### src/rtl/uart_rx.sv
// UART receiver: 1 start, DWIDTH data bits LSB first, 2 stop bits; rxvalid rises 1 cycle after the STOP2 mid-bit sample.
// The held byte waits for core_rxready; a byte completing while the held one is unconsumed is dropped with an o_overrun pulse.
module uart_rx #(
  parameter DWIDTH = 4'd8,
  parameter int CLK_RATE = 100000000,
  parameter int BAUD_RATE = 115200
) (
  input  logic              uart_clk,
  input  logic              uart_rst,
  input  logic              i_uart_rx,
  output logic [DWIDTH-1:0] core_rxdata,
  output logic              core_rxvalid,
  input  logic              core_rxready,
  output logic              o_uart_rx_busy,
  output logic              o_frame_err,
  output logic              o_overrun
);

  localparam int DW   = DWIDTH;
  localparam int CPB  = CLK_RATE / BAUD_RATE;
  localparam int HALF = CPB / 2;
  localparam int CW   = (CPB > 1) ? $clog2(CPB) : 1;
  localparam int IW   = (DW > 1) ? $clog2(DW) : 1;

  localparam logic [CW-1:0] CNT_LAST = CW'(CPB - 1);
  localparam logic [CW-1:0] CNT_HALF = CW'(HALF - 1);
  localparam logic [IW-1:0] IDX_LAST = IW'(DW - 1);

  typedef enum logic [2:0] {IDLE, START, DATA, STOP1, STOP2} state_t;

  state_t        state, state_nxt;
  logic [CW-1:0] cnt, cnt_nxt;
  logic [IW-1:0] idx, idx_nxt;
  logic [DW-1:0] shreg, shreg_nxt;
  logic          sync1, rx_s;
  logic          done, ferr;

  // Two-flop synchronizer; resets to the idle-high line level so reset never looks like a start edge.
  always_ff @(posedge uart_clk) begin
    if (uart_rst) begin
      sync1 <= 1'b1;
      rx_s  <= 1'b1;
    end else begin
      sync1 <= i_uart_rx;
      rx_s  <= sync1;
    end
  end

  always_comb begin
    state_nxt = state;
    cnt_nxt   = cnt + 1'b1;
    idx_nxt   = idx;
    shreg_nxt = shreg;
    done      = 1'b0;
    ferr      = 1'b0;
    case (state)
      IDLE: begin
        cnt_nxt = '0;
        if (!rx_s) state_nxt = START;
      end
      START: begin
        // Mid start bit: a line back high by now was a glitch.
        if (cnt == CNT_HALF) begin
          cnt_nxt   = '0;
          idx_nxt   = '0;
          state_nxt = rx_s ? IDLE : DATA;
        end
      end
      DATA: begin
        if (cnt == CNT_LAST) begin
          cnt_nxt        = '0;
          shreg_nxt[idx] = rx_s;
          if (idx == IDX_LAST) state_nxt = STOP1;
          else                 idx_nxt   = idx + 1'b1;
        end
      end
      STOP1: begin
        if (cnt == CNT_LAST) begin
          cnt_nxt = '0;
          if (rx_s) begin
            state_nxt = STOP2;
          end else begin
            ferr      = 1'b1;
            state_nxt = IDLE;
          end
        end
      end
      STOP2: begin
        if (cnt == CNT_LAST) begin
          cnt_nxt   = '0;
          state_nxt = IDLE;
          if (rx_s) done = 1'b1;
          else      ferr = 1'b1;
        end
      end
      default: state_nxt = IDLE;
    endcase
  end

  always_ff @(posedge uart_clk) begin
    if (uart_rst) begin
      state        <= IDLE;
      cnt          <= '0;
      idx          <= '0;
      shreg        <= '0;
      core_rxdata  <= '0;
      core_rxvalid <= 1'b0;
      o_frame_err  <= 1'b0;
      o_overrun    <= 1'b0;
    end else begin
      state       <= state_nxt;
      cnt         <= cnt_nxt;
      idx         <= idx_nxt;
      shreg       <= shreg_nxt;
      o_frame_err <= ferr;
      o_overrun   <= 1'b0;
      if (done) begin
        // A byte landing in the same cycle the core consumes the old one replaces it seamlessly.
        if (!core_rxvalid || core_rxready) begin
          core_rxdata  <= shreg;
          core_rxvalid <= 1'b1;
        end else begin
          o_overrun <= 1'b1;
        end
      end else if (core_rxvalid && core_rxready) begin
        core_rxvalid <= 1'b0;
      end
    end
  end

  assign o_uart_rx_busy = (state != IDLE);

endmodule
### config.mk
export PLATFORM = sky130hd
export DESIGN_NAME = uart_rx
export DESIGN_NICKNAME = d
export VERILOG_FILES = /design/src/rtl/uart_rx.sv
export SDC_FILE = /design/constraint.sdc
export NUM_CORES = 1
export LEC_CHECK = 0
export CELL_PAD_IN_SITES_DETAIL_PLACEMENT = 2
export CELL_PAD_IN_SITES_GLOBAL_PLACEMENT = 2
export CORE_MARGIN = 2
export CORE_UTILIZATION = 37
export CTS_BUF_LIST = sky130_fd_sc_hd__clkbuf_2
export CTS_CLUSTER_SIZE = 40
export DETAILED_ROUTE_END_ITERATION = 12
export HOLD_SLACK_MARGIN = 0.03
export PLACE_DENSITY_LB_ADDON = 0.1
export SLEW_MARGIN = 20
export SYNTH_ARGS = -nofsm -noshare
export SYNTH_HDL_FRONTEND = slang
export SYNTH_SLANG_ARGS = --single-unit
### constraint.sdc
create_clock -name uart_clk -period 2.3 [get_ports uart_clk]
set_input_delay 0.23 -clock uart_clk [delete_from_list [all_inputs] [get_ports uart_clk]]
set_output_delay 0.23 -clock uart_clk [all_outputs]
set_load 0.01 [all_outputs]
Yosys cells after proc, flatten, opt, wreduce, memory -nomap -nowiden. Index checks and enable logic that the tools add are counted.

Register bits after elaboration: 37. Input port bits: 4. Output and inout port bits: 12. Logic and storage cells: 76.

$add $sub $neg: 2. $lt $le $gt $ge: 2. Equality and inequality tests: 15. Mux-type cells: 27. Bitwise logic cells: 3. Reductions and logical operators: 17.

Operators with widths (number): $mux 3 (10); $pmux 10 s3 (1); $mux 10 (2); $pmux 3 s5 (1); $ne 2x2->1 const B (7); $add 10x1->10 const B (1); $eq 10x10->1 const B (1); $eq 10x9->1 const B (1); $mux 1 (9); $bwmux 8 (1); $eq 3x2->1 const B (2); $eq 3x3->1 const B (2); $pmux 3 s2 (1); $reduce_and 2->1 (3); $reduce_and 6->1 (1); $reduce_or 3->1 (2); $lt 3x4->1 const B (1); $reduce_and 4->1 (1); $reduce_bool 2->1 (2); $reduce_or 2->1 (2); $add 3x1->3 const B (1); $demux 1 s3 (1); $eq 3x1->1 const B (1); $ge 3x1->1 const B (1); 8 further kinds (11).

Logic depth before layout (Yosys ltp).
Depth after elaboration: 5. Gate-level depth with buffers: 7. Mapped depth without buffers: 6.

Least setup slack after synthesis. No wires, ideal clock.

Kind: reg2reg. From: register cnt[0]. To: register idx[0]. Library setup time: 0.123 ns. Arrival: 1.801 ns. Required time: 2.177 ns. Setup slack: 0.375 ns. Stages on the path, launching flop included: 6. Buffers on the path: 0. Path through: dfxtp_1 ha_1 nand2b_1 or4_4 a21oi_4 mux2_1.

Longest elaborated chain between the ends: 3.

RTL lines: start, declared (RTL line 32) `logic [CW-1:0] cnt, cnt_nxt;`; start signal, assigned (RTL line 112) `cnt <= cnt_nxt;`; $eq 10x10->1 or $eq 10x9->1 (tied branches) (RTL line 70, 63); $ne 2x2->1 (no source line); $reduce_and 4->1 (no source line) (*); end signal, assigned (RTL line 113) `idx <= idx_nxt;`; end, declared (RTL line 33) `logic [IW-1:0] idx, idx_nxt;`.

Mark *: on every way between the ends. The rest lies on a longest branch, timed or not. A chain may end at the register's enable or synchronous reset.

Worst setup path in the final report.
From: register idx[0]. To: register state[2].

Longest elaborated chain between the ends: 3.

RTL lines: $eq 3x3->1 (RTL line 73) `if (idx == IDX_LAST) state_nxt = STOP1;`; $ne 2x2->1 (no source line); $reduce_and 6->1 (no source line); end signal, assigned (RTL line 111) `state <= state_nxt;`; end, declared (RTL line 31) `state_t state, state_nxt;`.

Every way passes these cells.

==> impl_results.md <==
- Maximum clock path buffer count: 2
- Static power due to leakage: slightly above 0.7 nW
- Standard-cell row count: 26
- Endpoint type of the worst setup path: register
- Pwr per Cell Area: 592 nW/um^2
- Net Count, Synth: about 220
- Primary flip-flop cell chosen by synthesis mapping: sky130_fd_sc_hd__dfxtp_1
- Number of synthesized flops with an enable pin: 0
- Number of maximum-capacitance violations: 0
- Initial DRC count: 98
- Count of mapped cells out of synthesis: about 210
- Overall power after layout: between 1 and 1.5 mW
- Result of the run: completed
- Max Clk Rate: between 0.4 and 0.5 GHz
- Ratio of final minimum period to clock period: 0.926
- Die Span Y: roughly 76 um
- Slew at the pin with the worst max-slew slack: about 0.77 ns
- Die Area: roughly 5700 sq um
- Detail Route Antenna Nets: 0
- Clock Pin Slew Worst Setup and Hold Paths: around 0.2 ns
- Clock buffer count from CTS: 5
- Ratio of cells with drive above 1 in the final layout: 0.138
- Worst-case vdd ir drop: 360 uV
- Number of warnings printed during yosys synthesis: 0
- Overall Global Routing Usage: 0.182
- Global route overflow: 0
- Cell chosen for the clock root: sky130_fd_sc_hd__clkbuf_2
- Number of setup violations in the final report: 0
- Port Buffer Count: 15
- Max-slew violation total from the final report: 0
- Max transition margin: 0.470
- Hold Vio Cnt, Final: 0
- Initial core utilization: 0.378
- Core footprint: ~5000 sq um
- Arrival time at the worst endpoint: ~2.4 ns
- Post-DP HPWL: around 3500 um
- Via count of the routed design: between 1500 and 2000
- Final core utilization: 0.440
- Via count normalized by instance count: 5.28
- Number of nets in the layout: around 230
- Number of distinct library cells after synthesis: 45
- Critical path data required time: 2.59 ns
- Setup Buffers After CTS: 0
- Synthesized area per cell: between 9 and 10 sq um
- Fillers: ~580
- Post-synthesis instance area: roughly 1900 sq um
- N_diodes: 0
- Kind of start point of the critical path: register
- Number of optimization iterations in the first detailed-route pass: 4
- WL/cell: 16.3 um
- Remaining routing DRC violations: 0
- Pin count of the biggest net entering global routing: 17
- Shortest clock period the worst path allows after layout: roughly 2.1 ns
- RD Place Congestion: a little under 0.8
- Area grow syn2layout: 16.4%
- Worst-Skew Late Latency: about 0.39 ns
- Maximum clock skew at final layout: 0.0269 ns
- Vias in the first global route: about 1600
- Hold Crit Class: primary input to register
- H-tree level count: 2
- Number of I/O pins: 16
- Die X-Extent: roughly 76 um
- Clock Sink Count: 37
- CTS tree: built
- Async S/R FF share, synth: 0
- Seq cells post-synth: 37
- Initial antenna violation count: 0
- Worst-path maximum fanout: 11
- Final WL: about 4800 um
- Wire length of the first global-routing pass: 7900 um
- Setup CP Type: register to register
- Share of the yosys chip area belonging to registers: 0.391
## through the flow
step	std cells	cell area, sq um	TNS (ns)	hold slack, ns	setup WS [ns]
after floorplan	208	1890	0	0.334	0.375
after global placement	287	2130	0	0.407	0.292
after detailed placement	287	2130	0	0.409	0.178
after CTS	295	2200	0	0.361	0.148
after global routing	295	2210	-0.00510	0.346	-0.00510
final	295	2210	0	0.392	0.169
## cell usage in the layout, fill, tap and decap left out, types with 2 or more instances in the layout
master                            netlist  layout
sky130_fd_sc_hd__a2111oi_0              2       2
sky130_fd_sc_hd__a21oi_1                9       9
sky130_fd_sc_hd__and3_1                 2       2
sky130_fd_sc_hd__buf_4                  0       8
sky130_fd_sc_hd__clkbuf_2               1       6
sky130_fd_sc_hd__clkdlybuf4s50_1        0      15
sky130_fd_sc_hd__dfxtp_1               37      37
sky130_fd_sc_hd__ha_1                   4       4
sky130_fd_sc_hd__inv_1                  3       3
sky130_fd_sc_hd__mux2_2                 2       2
sky130_fd_sc_hd__mux2i_1               11      11
sky130_fd_sc_hd__nand2_1                4       4
sky130_fd_sc_hd__nand2b_1              24      24
sky130_fd_sc_hd__nand3_1                6       6
sky130_fd_sc_hd__nand4_1                8       8
sky130_fd_sc_hd__nand4b_1               5       5
sky130_fd_sc_hd__nor2_1                16      16
sky130_fd_sc_hd__nor2b_1                5       5
sky130_fd_sc_hd__nor3_1                 5       5
sky130_fd_sc_hd__nor3b_1                5       5
sky130_fd_sc_hd__nor4_4                 1       2
sky130_fd_sc_hd__o21ai_0               11      11
sky130_fd_sc_hd__or2_2                  3       3
sky130_fd_sc_hd__or3b_2                 4       4
sky130_fd_sc_hd__or3b_4                 2       2
sky130_fd_sc_hd__xnor2_1                5       5
sky130_fd_sc_hd__xor2_1                 3       3
## state kept, by name, indices dropped and copies added (netlist names)
name,flops
cnt,10
core_rxdata,8
core_rxvalid,1
idx,3
o_frame_err,1
o_overrun,1
rx_s,1
shreg,8
state,3
sync1,1
## worst paths after layout
| path | from | to | slack (ns) | depth (start not counted) |
|---|---|---|---|---|
| setup reg to reg | idx[0] | state[2] | 0.17 | 5 |
| hold / removal | i_uart_rx | sync1 | 0.39 | 2 |
| setup / recovery | idx[0] | state[2] | 0.17 | 5 |
| hold reg to reg | shreg[5] | core_rxdata[5] | 0.47 | 2 |
## timing repair
item | in CTS | in global routing
hold buffers | 0 | 0
endpoints found under the setup margin | 0 | 2
hold endpoints to repair | 0 | 0
resized for setup | 0 | 1
## synthesized netlist by cell type (5+ instances only)
library cell | n | area (sq um)
sky130_fd_sc_hd__dfxtp_1 | 37 | 741
sky130_fd_sc_hd__nand2b_1 | 24 | 150
sky130_fd_sc_hd__nor2_1 | 16 | 60.1
sky130_fd_sc_hd__mux2i_1 | 11 | 110
sky130_fd_sc_hd__o21ai_0 | 11 | 55.1
sky130_fd_sc_hd__a21oi_1 | 9 | 45.0
sky130_fd_sc_hd__clkbuf_1 | 8 | 30.0
sky130_fd_sc_hd__nand4_1 | 8 | 50.1
sky130_fd_sc_hd__nand3_1 | 6 | 30.0
sky130_fd_sc_hd__nand4b_1 | 5 | 43.8
sky130_fd_sc_hd__nor2b_1 | 5 | 31.3
sky130_fd_sc_hd__nor3_1 | 5 | 25.0
sky130_fd_sc_hd__nor3b_1 | 5 | 37.5
sky130_fd_sc_hd__xnor2_1 | 5 | 43.8
## logic make-up after synthesis
kind of cell | Yosys count | synth area share
XOR/XNOR | 8 | 0.0370
flip-flops | 37 | 0.391
AO/OA/AOI/OAI | 27 | 0.0885
AND/OR/NAND/NOR | 101 | 0.344
adder cells (fa/ha/maj) | 4 | 0.0264
buffers and inverters | 17 | 0.0370
multiplexers | 14 | 0.0760
## cell type report
cell class	instances	area, sq um	share of cell area
repair buffers	23	210	0.0953
multi-input cells	154	1090	0.495
clock inverters	2	33.8	0.0153
flip-flops and latches	37	741	0.336
inverters	3	11.3	0.00510
clock buffers	6	30.0	0.0136
well taps	70	87.6	0.0397
## worst max-delay path, stage by stage, from the launching register on
cell,delay [ns]
sky130_fd_sc_hd__dfxtp_1,0.44
sky130_fd_sc_hd__ha_1,0.24
sky130_fd_sc_hd__ha_1,0.20
sky130_fd_sc_hd__a2111oi_0,0.71
sky130_fd_sc_hd__nor4_4,0.14
sky130_fd_sc_hd__mux2_2,0.30
## routing by layer
layer | vias to the layer above | part of all wire | track usage
li1 | 763 | - | -
met1 | 777 | 0.45 | 0.226
met2 | 15 | 0.52 | 0.321
met3 | 2 | 0.019 | 0.0437
met4 | 0 | 0.0033 | 0.0409
met5 | - | 0 | 0
## where the power goes
part           total, mW  internal (mW)  leakage, nW  switching (mW)
registers          0.671          0.657        0.299          0.0138
clock network      0.410          0.186       0.0406           0.224
logic              0.224          0.107        0.379           0.118
total               1.30          0.949        0.718           0.356
Power figures use the tool's default switching activity.
